<file path="config.mk">
export PLATFORM = sky130hd
export DESIGN_NAME = fpu_fmul_pipe
export DESIGN_NICKNAME = d
export VERILOG_FILES = /design/src/rtl/fpu_fmul_pipe.sv
export SDC_FILE = /design/constraint.sdc
export NUM_CORES = 2
export LEC_CHECK = 0
export CAP_MARGIN = 5
export CORE_UTILIZATION = 58
export DETAILED_ROUTE_END_ITERATION = 16
export PLACE_DENSITY_LB_ADDON = 0.15
export SLEW_MARGIN = 20
export SYNTH_ARGS = -nofsm -noshare
export SYNTH_HDL_FRONTEND = slang
export SYNTH_SLANG_ARGS = --single-unit
</file>
<file path="constraint.sdc">
create_clock -name CLK -period 6.58 [get_ports CLK]
set_clock_uncertainty 0.2 [all_clocks]
set_input_delay 0.987 -clock CLK [delete_from_list [all_inputs] [get_ports CLK]]
set_output_delay 0.987 -clock CLK [all_outputs]
set_load 0.03 [all_outputs]
</file>
<file path="src/rtl/fpu_fmul_pipe.sv">
`default_nettype none
// +--------------------------------------------------------------------------+
// | fpu_fmul_pipe: 3-stage pipelined floating-point multiplier, RNE, DAZ/FTZ |
// | Optional OUT_FLAGS port enabled by defining FPU_FMUL_FLAGS_EN.           |
// | Revision: 1.0                                                            |
// +--------------------------------------------------------------------------+
module fpu_fmul_pipe #(
  parameter int EXP_W = 8,
  parameter int MAN_W = 23,
  parameter int TAG_W = 4
) (
  input  logic                   CLK,
  input  logic                   nRST,
  input  logic                   IN_VALID,
  output logic                   IN_READY,
  input  logic [EXP_W+MAN_W:0]   IN_A,
  input  logic [EXP_W+MAN_W:0]   IN_B,
  input  logic [TAG_W-1:0]       IN_TAG,
  output logic                   OUT_VALID,
  input  logic                   OUT_READY,
  output logic [EXP_W+MAN_W:0]   OUT_O,
  output logic [TAG_W-1:0]       OUT_TAG
`ifdef FPU_FMUL_FLAGS_EN
  ,
  output logic [3:0]             OUT_FLAGS
`endif
);

  localparam int W  = 1 + EXP_W + MAN_W;
  localparam int PW = 2 * (MAN_W + 1);
  localparam int XW = EXP_W + 2;

  localparam logic [XW-1:0] BIAS = XW'((1 << (EXP_W - 1)) - 1);
  localparam logic [XW-1:0] EMAX = XW'((1 << EXP_W) - 1);

  localparam logic [1:0] CL_NORM = 2'd0;
  localparam logic [1:0] CL_ZERO = 2'd1;
  localparam logic [1:0] CL_INF  = 2'd2;
  localparam logic [1:0] CL_NAN  = 2'd3;

  logic stall;
  assign stall    = OUT_VALID & ~OUT_READY;
  assign IN_READY = ~stall;

  // Stage 1: unpack and classify
  logic             a_sgn, b_sgn;
  logic [EXP_W-1:0] a_exp, b_exp;
  logic [MAN_W-1:0] a_man, b_man;
  logic             a_zero, b_zero, a_inf, b_inf, a_nan, b_nan;
  logic [1:0]       cls_in;
  logic [XW-1:0]    exp_in;

  assign {a_sgn, a_exp, a_man} = IN_A;
  assign {b_sgn, b_exp, b_man} = IN_B;

  assign a_zero = (a_exp == '0);
  assign b_zero = (b_exp == '0);
  assign a_inf  = (&a_exp) & (a_man == '0);
  assign b_inf  = (&b_exp) & (b_man == '0);
  assign a_nan  = (&a_exp) & (|a_man);
  assign b_nan  = (&b_exp) & (|b_man);
  assign exp_in = {2'b00, a_exp} + {2'b00, b_exp} - BIAS;

  always_comb begin
    cls_in = CL_NORM;
    if (a_nan | b_nan | (a_inf & b_zero) | (b_inf & a_zero))
      cls_in = CL_NAN;
    else if (a_inf | b_inf)
      cls_in = CL_INF;
    else if (a_zero | b_zero)
      cls_in = CL_ZERO;
  end

  logic             v1, sgn1;
  logic [1:0]       cls1;
  logic [XW-1:0]    exp1;
  logic [MAN_W:0]   ma1, mb1;
  logic [TAG_W-1:0] tag1;

  logic             v2, sgn2;
  logic [1:0]       cls2;
  logic [XW-1:0]    exp2;
  logic [PW-1:0]    prod2;
  logic [TAG_W-1:0] tag2;

  logic [PW-1:0]    prod_in;
  assign prod_in = {{(MAN_W+1){1'b0}}, ma1} * {{(MAN_W+1){1'b0}}, mb1};

  // Stage 3: normalise, round to nearest even, special-case mux
  logic             norm, guard, sticky, rnd, ovf, unf;
  logic [PW-2:0]    sh;
  logic [MAN_W-1:0] man_t;
  logic [MAN_W:0]   man_r;
  logic [XW-1:0]    exp_f;
  logic [W-1:0]     res;

  assign norm   = prod2[PW-1];
  assign sh     = norm ? prod2[PW-2:0] : {prod2[PW-3:0], 1'b0};
  assign man_t  = sh[PW-2:MAN_W+1];
  assign guard  = sh[MAN_W];
  assign sticky = |sh[MAN_W-1:0];
  assign rnd    = guard & (sticky | man_t[0]);
  assign man_r  = {1'b0, man_t} + {{MAN_W{1'b0}}, rnd};
  assign exp_f  = exp2 + {{(XW-1){1'b0}}, norm} + {{(XW-1){1'b0}}, man_r[MAN_W]};
  // exp_f is signed: negative or zero flushes, at/above all-ones saturates
  assign ovf    = ~exp_f[XW-1] & (exp_f >= EMAX);
  assign unf    = exp_f[XW-1] | (exp_f == '0);

  always_comb begin
    res = '0;
    case (cls2)
      CL_NAN:  res = {1'b0, {EXP_W{1'b1}}, 1'b1, {(MAN_W-1){1'b0}}};
      CL_INF:  res = {sgn2, {EXP_W{1'b1}}, {MAN_W{1'b0}}};
      CL_ZERO: res = {sgn2, {(EXP_W+MAN_W){1'b0}}};
      default: begin
        if (ovf)
          res = {sgn2, {EXP_W{1'b1}}, {MAN_W{1'b0}}};
        else if (unf)
          res = {sgn2, {(EXP_W+MAN_W){1'b0}}};
        else
          res = {sgn2, exp_f[EXP_W-1:0], man_r[MAN_W-1:0]};
      end
    endcase
  end

  always_ff @(posedge CLK or negedge nRST) begin
    if (!nRST) begin
      v1        <= 1'b0;
      sgn1      <= 1'b0;
      cls1      <= CL_NORM;
      exp1      <= '0;
      ma1       <= '0;
      mb1       <= '0;
      tag1      <= '0;
      v2        <= 1'b0;
      sgn2      <= 1'b0;
      cls2      <= CL_NORM;
      exp2      <= '0;
      prod2     <= '0;
      tag2      <= '0;
      OUT_VALID <= 1'b0;
      OUT_O     <= '0;
      OUT_TAG   <= '0;
    end else if (!stall) begin
      v1        <= IN_VALID;
      sgn1      <= a_sgn ^ b_sgn;
      cls1      <= cls_in;
      exp1      <= exp_in;
      ma1       <= {1'b1, a_man};
      mb1       <= {1'b1, b_man};
      tag1      <= IN_TAG;
      v2        <= v1;
      sgn2      <= sgn1;
      cls2      <= cls1;
      exp2      <= exp1;
      prod2     <= prod_in;
      tag2      <= tag1;
      OUT_VALID <= v2;
      OUT_O     <= res;
      OUT_TAG   <= tag2;
    end
  end

`ifdef FPU_FMUL_FLAGS_EN
  // {invalid, overflow, underflow, inexact}
  logic [3:0] flags_nx;
  always_comb begin
    flags_nx = 4'b0000;
    case (cls2)
      CL_NAN:  flags_nx = 4'b1000;
      CL_NORM: begin
        if (ovf)
          flags_nx = 4'b0101;
        else if (unf)
          flags_nx = 4'b0011;
        else
          flags_nx = {3'b000, guard | sticky};
      end
      default: flags_nx = 4'b0000;
    endcase
  end

  always_ff @(posedge CLK or negedge nRST) begin
    if (!nRST)
      OUT_FLAGS <= 4'b0000;
    else if (!stall)
      OUT_FLAGS <= flags_nx;
  end
`endif

endmodule
`default_nettype wire
</file>
**After elaboration in Yosys (flattened, before gate mapping)**

Index checks and enable logic that the tools add are counted.

- Word-level logic and storage cells: 63
- Register bits after elaboration: 169
- Bits of input ports: 72
- Output and inout port bits: 38

- Reduce and logical (&&, ||, !) cells: 10
- Mux-type cells: 7
- Multipliers: 1
- Order comparisons: 1
- Add/sub/neg operators: 5
- Eq/ne operators: 3
- Bitwise operators: 20

Operators with widths:

| cell | count |
|---|---|
| 32-bit case mux with 3 select lines | 1 |
| 23-bit OR reduction | 3 |
| 31-bit two-way mux | 2 |
| 24-bit by 24-bit multiplier with 48-bit output | 1 |
| 47-bit two-way mux | 1 |
| 23-bit zero test | 2 |
| 23-bit by 1-bit adder with 24-bit output | 1 |
| 10-bit by 1-bit adder with 10-bit output | 2 |
| 8-bit zero test | 2 |
| 8-bit AND reduction | 2 |
| 10-bit by 8-bit greater-or-equal comparator with 1-bit output (second input constant) | 1 |
| 10-bit zero test | 1 |
| 9-bit by 7-bit subtractor with 10-bit output (second input constant) | 1 |
| 8-bit by 8-bit adder with 9-bit output | 1 |
| 1-bit AND | 9 |
| 1-bit bitwise OR | 7 |
| 2-bit == test (second input constant) | 2 |
| 2-bit two-way mux | 2 |
| 1-bit NOT | 3 |
| 2-bit by 1-bit == test with 1-bit output (second input constant) | 1 |
| 1-bit two-way mux | 1 |
| 1-bit bitwise XOR | 1 |

**Longest topological paths before layout**

- Word-level depth: 11
- Depth in mapped cells: 26
- Depth with buffers taken out: 24

**Least setup slack after synthesis**

OpenSTA, ideal clock, no wires.

- Kind: register -> register
- Start point: register mb1[3]
- End point: register prod2[45]
- Arrival time: 6.588 ns
- Path buffers: 1
- Stages on the path, launching flop included: 24
- Path slack: -0.295 ns
- Path through: dfrtp_1 -> clkbuf_1 -> nand2_1 -> fa_1 -> inv_1 -> fa_1 -> inv_1 -> fa_1 -> inv_1 -> fa_1 -> fa_1 -> fa_1 -> inv_1 -> fa_1 -> inv_1 -> ha_1 -> and3_4 -> nand2_2 -> or3_1 -> a2111o_1 -> and2_4 -> o211a_1 -> a2111o_1 -> o211ai_1

- Word-level cells in the longest chain between the ends: 1

RTL lines:

| what | RTL line | RTL |
|---|---|---|
| start, declared | 77 | `logic [MAN_W:0] ma1, mb1;` |
| start signal, assigned | 150 | `mb1 <= {1'b1, b_man};` |
| 24-bit by 24-bit multiplier with 48-bit output | 87 | `assign prod_in = {{(MAN_W+1){1'b0}}, ma1} * {{(MAN_W+1){1'b0}}, mb1};` |
| end signal, assigned | 156 | `prod2 <= prod_in;` |
| end, declared | 83 | `logic [PW-1:0] prod2;` |

Every way passes these cells.
A chain may end at the register's enable or synchronous reset.

**Final worst setup path**

- Start point: register ma1[13]
- End point: register prod2[45]

- Word-level cells in the longest chain between the ends: 1

RTL lines:

| what | RTL line | RTL |
|---|---|---|
| start, declared | 77 |  |
| start signal, assigned | 149 | `ma1 <= {1'b1, a_man};` |
| 24-bit by 24-bit multiplier with 48-bit output | 87 |  |

Every way passes these cells.

==> flow_results.xml <==
<?xml version="1.0" encoding="UTF-8"?>
<metrics>
  <group name="place">
    <metric name="hpwl" unit="um">59200</metric>
    <metric name="gp_congestion" unit="">0.9360</metric>
    <metric name="portBuffers" unit="">109</metric>
  </group>
  <group name="route">
    <metric name="antenna_left" unit="">0</metric>
    <metric name="via_per_instance_ratio" unit="">5.513</metric>
    <metric name="routed_wl" unit="um">75520</metric>
    <metric name="initial_detailed_routing_violation_count" unit="">1302</metric>
    <metric name="drc" unit="">0</metric>
    <metric name="vias" unit="">22140</metric>
    <metric name="wl_per_cell" unit="um">18.80</metric>
    <metric name="drt_pass1_iterations" unit="">6</metric>
  </group>
  <group name="critical_path">
    <metric name="crit_path_frequent_cell" unit="">sky130_fd_sc_hd__fa_1</metric>
    <metric name="worstPathCellList" unit="">clkbuf_16 -&gt; and2_4 -&gt; fa_1 -&gt; inv_1 -&gt; fa_1 -&gt; inv_1 -&gt; fa_1 -&gt; fa_1 -&gt; fa_1 -&gt; fa_1 -&gt; inv_2 -&gt; fa_1 -&gt; inv_2 -&gt; ha_4 -&gt; and3_4 -&gt; nand2_2 -&gt; or3_4 -&gt; a2111o_1 -&gt; and2_4 -&gt; o211a_1 -&gt; a2111o_1 -&gt; o211ai_1</metric>
    <metric name="endpoint_kind" unit="">register</metric>
    <metric name="timing.critical_path.required" unit="ns">6.79</metric>
    <metric name="worstPathMaxFanout" unit="">4</metric>
    <metric name="worst-r2r-setup-slack" unit="ns">-0.42</metric>
    <metric name="critical_path.max_stage_delay" unit="ns">0.55</metric>
    <metric name="crit_arrival" unit="ns">7.22</metric>
    <metric name="startpoint_type" unit="">register</metric>
    <metric name="worstPathBufferInverterCount" unit="">5</metric>
    <metric name="worst-setup-path-type" unit="">register to register</metric>
    <metric name="crit_path_top_delay_cell" unit="">sky130_fd_sc_hd__fa_1</metric>
    <metric name="critPathTopFamily" unit="">adder cells</metric>
  </group>
  <group name="cts">
    <metric name="cts.hold.buffers_added" unit="">0</metric>
    <metric name="cts_root_buffer" unit="">sky130_fd_sc_hd__clkbuf_16</metric>
    <metric name="htreeDepth" unit="">4</metric>
    <metric name="cts_bufs_inserted" unit="">17</metric>
    <metric name="clkSinkCount" unit="">168</metric>
    <metric name="clk_latency" unit="ns">0.50</metric>
    <metric name="ctsLongestPathBuffers" unit="">2</metric>
    <metric name="clock_slew_at_reported_path_ffs" unit="ns">0.09</metric>
    <metric name="cts_tree" unit="">done</metric>
  </group>
  <group name="cells_and_area">
    <metric name="post-route-util" unit="">0.7157</metric>
    <metric name="flow.area_growth_from_synthesis" unit="%">22.16</metric>
    <metric name="post_route_cells_drive_above_1_share" unit="">0.1684</metric>
    <metric name="nFillCells" unit="">3572</metric>
    <metric name="final_net_count" unit="">4142</metric>
  </group>
  <group name="floorplan">
    <metric name="area_of_the_core_region" unit="um^2">46460</metric>
    <metric name="io-pin-count" unit="">110</metric>
    <metric name="floorplan.initialDensity" unit="">0.5859</metric>
    <metric name="die_height" unit="um">218.6</metric>
    <metric name="placement_rows" unit="">79</metric>
    <metric name="floorplan.die.width" unit="um">218.6</metric>
    <metric name="die-area" unit="um^2">47800</metric>
  </group>
  <group name="timing">
    <metric name="max-slew-margin-rel" unit="">0.3610</metric>
    <metric name="hold_viol" unit="">0</metric>
    <metric name="final_period_minus_worst_setup_slack" unit="ns">7.001</metric>
    <metric name="number_of_endpoints_failing_setup_at_the_final_stage" unit="">25</metric>
    <metric name="timing.fmax" unit="MHz">142.8</metric>
    <metric name="finalWorstSetupSlack" unit="ns">-0.4213</metric>
    <metric name="post-route-period-util" unit="">1.064</metric>
    <metric name="max_slew.worst_pin.slew" unit="ns">0.9585</metric>
    <metric name="timing.setup.tns" unit="ns">-4.372</metric>
    <metric name="report.final.slew_viol_count" unit="">0</metric>
    <metric name="rsz0062_at_grt" unit="">yes</metric>
  </group>
  <group name="grt">
    <metric name="grt_pass1_wl" unit="um">119900</metric>
    <metric name="initial_antenna_violation_count" unit="">1</metric>
    <metric name="first_global_vias" unit="">23620</metric>
    <metric name="grt_start_max_net_pins" unit="">101</metric>
    <metric name="gr-total-overflow" unit="">0</metric>
    <metric name="groute.usage.overall" unit="">0.3252</metric>
  </group>
  <group name="run_status">
    <metric name="failed_checks" unit="">negative setup slack</metric>
    <metric name="run_status" unit="">finished with violations</metric>
  </group>
  <group name="synthesis">
    <metric name="syn-instance-count" unit="">3100</metric>
    <metric name="synth_ff_type" unit="">sky130_fd_sc_hd__dfrtp_1</metric>
    <metric name="mappedNetlistNets" unit="">3847</metric>
    <metric name="yosys.cell_types.count" unit="">69</metric>
    <metric name="syn_area_per_cell" unit="um^2">8.780</metric>
    <metric name="synth_seq_cells" unit="">168</metric>
    <metric name="synth-seq-area-share" unit="">0.1545</metric>
    <metric name="async_flop_share" unit="">1.000</metric>
    <metric name="number_of_enable_flip_flop_cells_after_synthesis" unit="">0</metric>
    <metric name="synth_warnings" unit="">0</metric>
    <metric name="post_synth_instance_area" unit="um^2">27220</metric>
  </group>
  <group name="hold_path">
    <metric name="worst_hold_path_type" unit="">register to register</metric>
  </group>
  <group name="flow_run">
    <metric name="drv.max_cap_violation_count" unit="">0</metric>
  </group>
</metrics>
==> synth_stat cells, types with 28 or more instances <==
cell / instances / area share
sky130_fd_sc_hd__nand2_1: 610 / 0.084
sky130_fd_sc_hd__clkbuf_1: 144 / 0.020
sky130_fd_sc_hd__and2_1: 307 / 0.071
sky130_fd_sc_hd__inv_1: 573 / 0.079
sky130_fd_sc_hd__nor2_1: 91 / 0.013
sky130_fd_sc_hd__xnor2_1: 51 / 0.016
sky130_fd_sc_hd__ha_1: 191 / 0.088
sky130_fd_sc_hd__a21oi_1: 97 / 0.018
sky130_fd_sc_hd__fa_1: 484 / 0.36
sky130_fd_sc_hd__dfrtp_1: 168 / 0.15
sky130_fd_sc_hd__nand3_1: 39 / 0.0072
sky130_fd_sc_hd__xor2_1: 33 / 0.011
sky130_fd_sc_hd__o21ai_0: 28 / 0.0051
==> cell families after synthesis <==
group / after synthesis / synth area share
AND/OR/NAND/NOR: 1146 / 0.1986
buffers and inverters: 731 / 0.1018
adder cells (fa/ha/maj): 675 / 0.4438
AO/OA/AOI/OAI: 281 / 0.06868
flip-flops: 168 / 0.1545
XOR/XNOR: 84 / 0.02703
multiplexers: 15 / 0.005700
==> metrics by stage <==
step	std cells	hold slack (ns)	area, um^2	setup WS [ns]
global route	4015	0.2954	33250	-0.5447
floorplan	3100	0.2300	27490	-0.04778
global placement	3920	0.2416	30880	-0.4426
CTS	3978	0.2725	32180	-0.3564
detailed placement	3920	0.2561	30880	-0.5998
finish	4016	0.2695	33250	-0.4213
==> flip-flops by register name, summed over array words and instances (netlist names) <==
| name | flops |
|---|---|
| prod2 | 48 |
| OUT_O | 32 |
| ma1 | 24 |
| mb1 | 23 |
| exp1 | 10 |
| exp2 | 10 |
| OUT_TAG | 4 |
| tag1 | 4 |
| tag2 | 4 |
| cls1 | 2 |
| cls2 | 2 |
| OUT_VALID | 1 |
| sgn1 | 1 |
| sgn2 | 1 |
| v1 | 1 |
| v2 | 1 |
==> path summary, 6_finish.rpt <==
path	from	end	cells after the start
max reg2reg	ma1[13]	prod2[45]	22
max in group asynchronous	nRST	ma1[6]	2
min reg2reg	prod2[5]	prod2[5]	2
max	ma1[13]	prod2[45]	22
min in group asynchronous	nRST	v1	1
min	prod2[5]	prod2[5]	2
==> cell usage in the layout, fill, tap and decap left out, types with 47 or more instances in the layout <==
cell type,Yosys,routed
sky130_fd_sc_hd__buf_4,1,253
sky130_fd_sc_hd__nor2_1,91,89
sky130_fd_sc_hd__xnor2_1,51,47
sky130_fd_sc_hd__a21oi_1,97,76
sky130_fd_sc_hd__and2_1,307,289
sky130_fd_sc_hd__ha_1,191,168
sky130_fd_sc_hd__fa_1,484,466
sky130_fd_sc_hd__dfrtp_1,168,144
sky130_fd_sc_hd__inv_1,573,544
sky130_fd_sc_hd__clkdlybuf4s50_1,0,108
sky130_fd_sc_hd__nand2_1,610,598
==> worst register-to-register path: stages (launching register included) <==
cell and delay [ns]:
sky130_fd_sc_hd__dfrtp_2 0.50, sky130_fd_sc_hd__clkbuf_16 0.19, sky130_fd_sc_hd__and2_4 0.13, sky130_fd_sc_hd__fa_1 0.53, sky130_fd_sc_hd__inv_1 0.05, sky130_fd_sc_hd__fa_1 0.48
sky130_fd_sc_hd__inv_1 0.05, sky130_fd_sc_hd__fa_1 0.51, sky130_fd_sc_hd__fa_1 0.46, sky130_fd_sc_hd__fa_1 0.54, sky130_fd_sc_hd__fa_1 0.55, sky130_fd_sc_hd__inv_2 0.05
sky130_fd_sc_hd__fa_1 0.52, sky130_fd_sc_hd__inv_2 0.05, sky130_fd_sc_hd__ha_4 0.25, sky130_fd_sc_hd__and3_4 0.18, sky130_fd_sc_hd__nand2_2 0.05, sky130_fd_sc_hd__or3_4 0.33
sky130_fd_sc_hd__a2111o_1 0.42, sky130_fd_sc_hd__and2_4 0.20, sky130_fd_sc_hd__o211a_1 0.23, sky130_fd_sc_hd__a2111o_1 0.36, sky130_fd_sc_hd__o211ai_1 0.08
==> layer usage <==
metal,GRT usage,part of all wire,vias to the layer above
met5,0,0.00017,-
met4,0.1480,0.044,2
met3,0.04871,0.053,194
met2,0.5636,0.51,657
met1,0.3995,0.39,11260
li1,-,-,10030
==> area by class of cell <==
cell class	count	area [um^2]	share of cell area
Multi-Input combinational cell	2201	21250	0.6391
Sequential cell	168	4234	0.1273
Timing Repair Buffer	434	4210	0.1266
Inverter	573	2153	0.06476
Tap cell	607	759.5	0.02284
Clock buffer	17	425.4	0.01279
Clock inverter	15	215.2	0.006472
Antenna cell	1	2.502	0.00007526
==> what timing repair did <==
| item | 4_1_cts | 5_1_grt |
|---|---|---|
| gates cloned | 1 | 6 |
| setup endpoints to repair | 29 | 31 |
| pin swaps | 41 | 121 |
| gates resized for setup | 102 | 149 |
| buffers inserted | 25 | 33 |
Power is left out: the tool's default activity adds up to more than one toggle a clock period on the data nets, which glitch-free logic cannot reach.
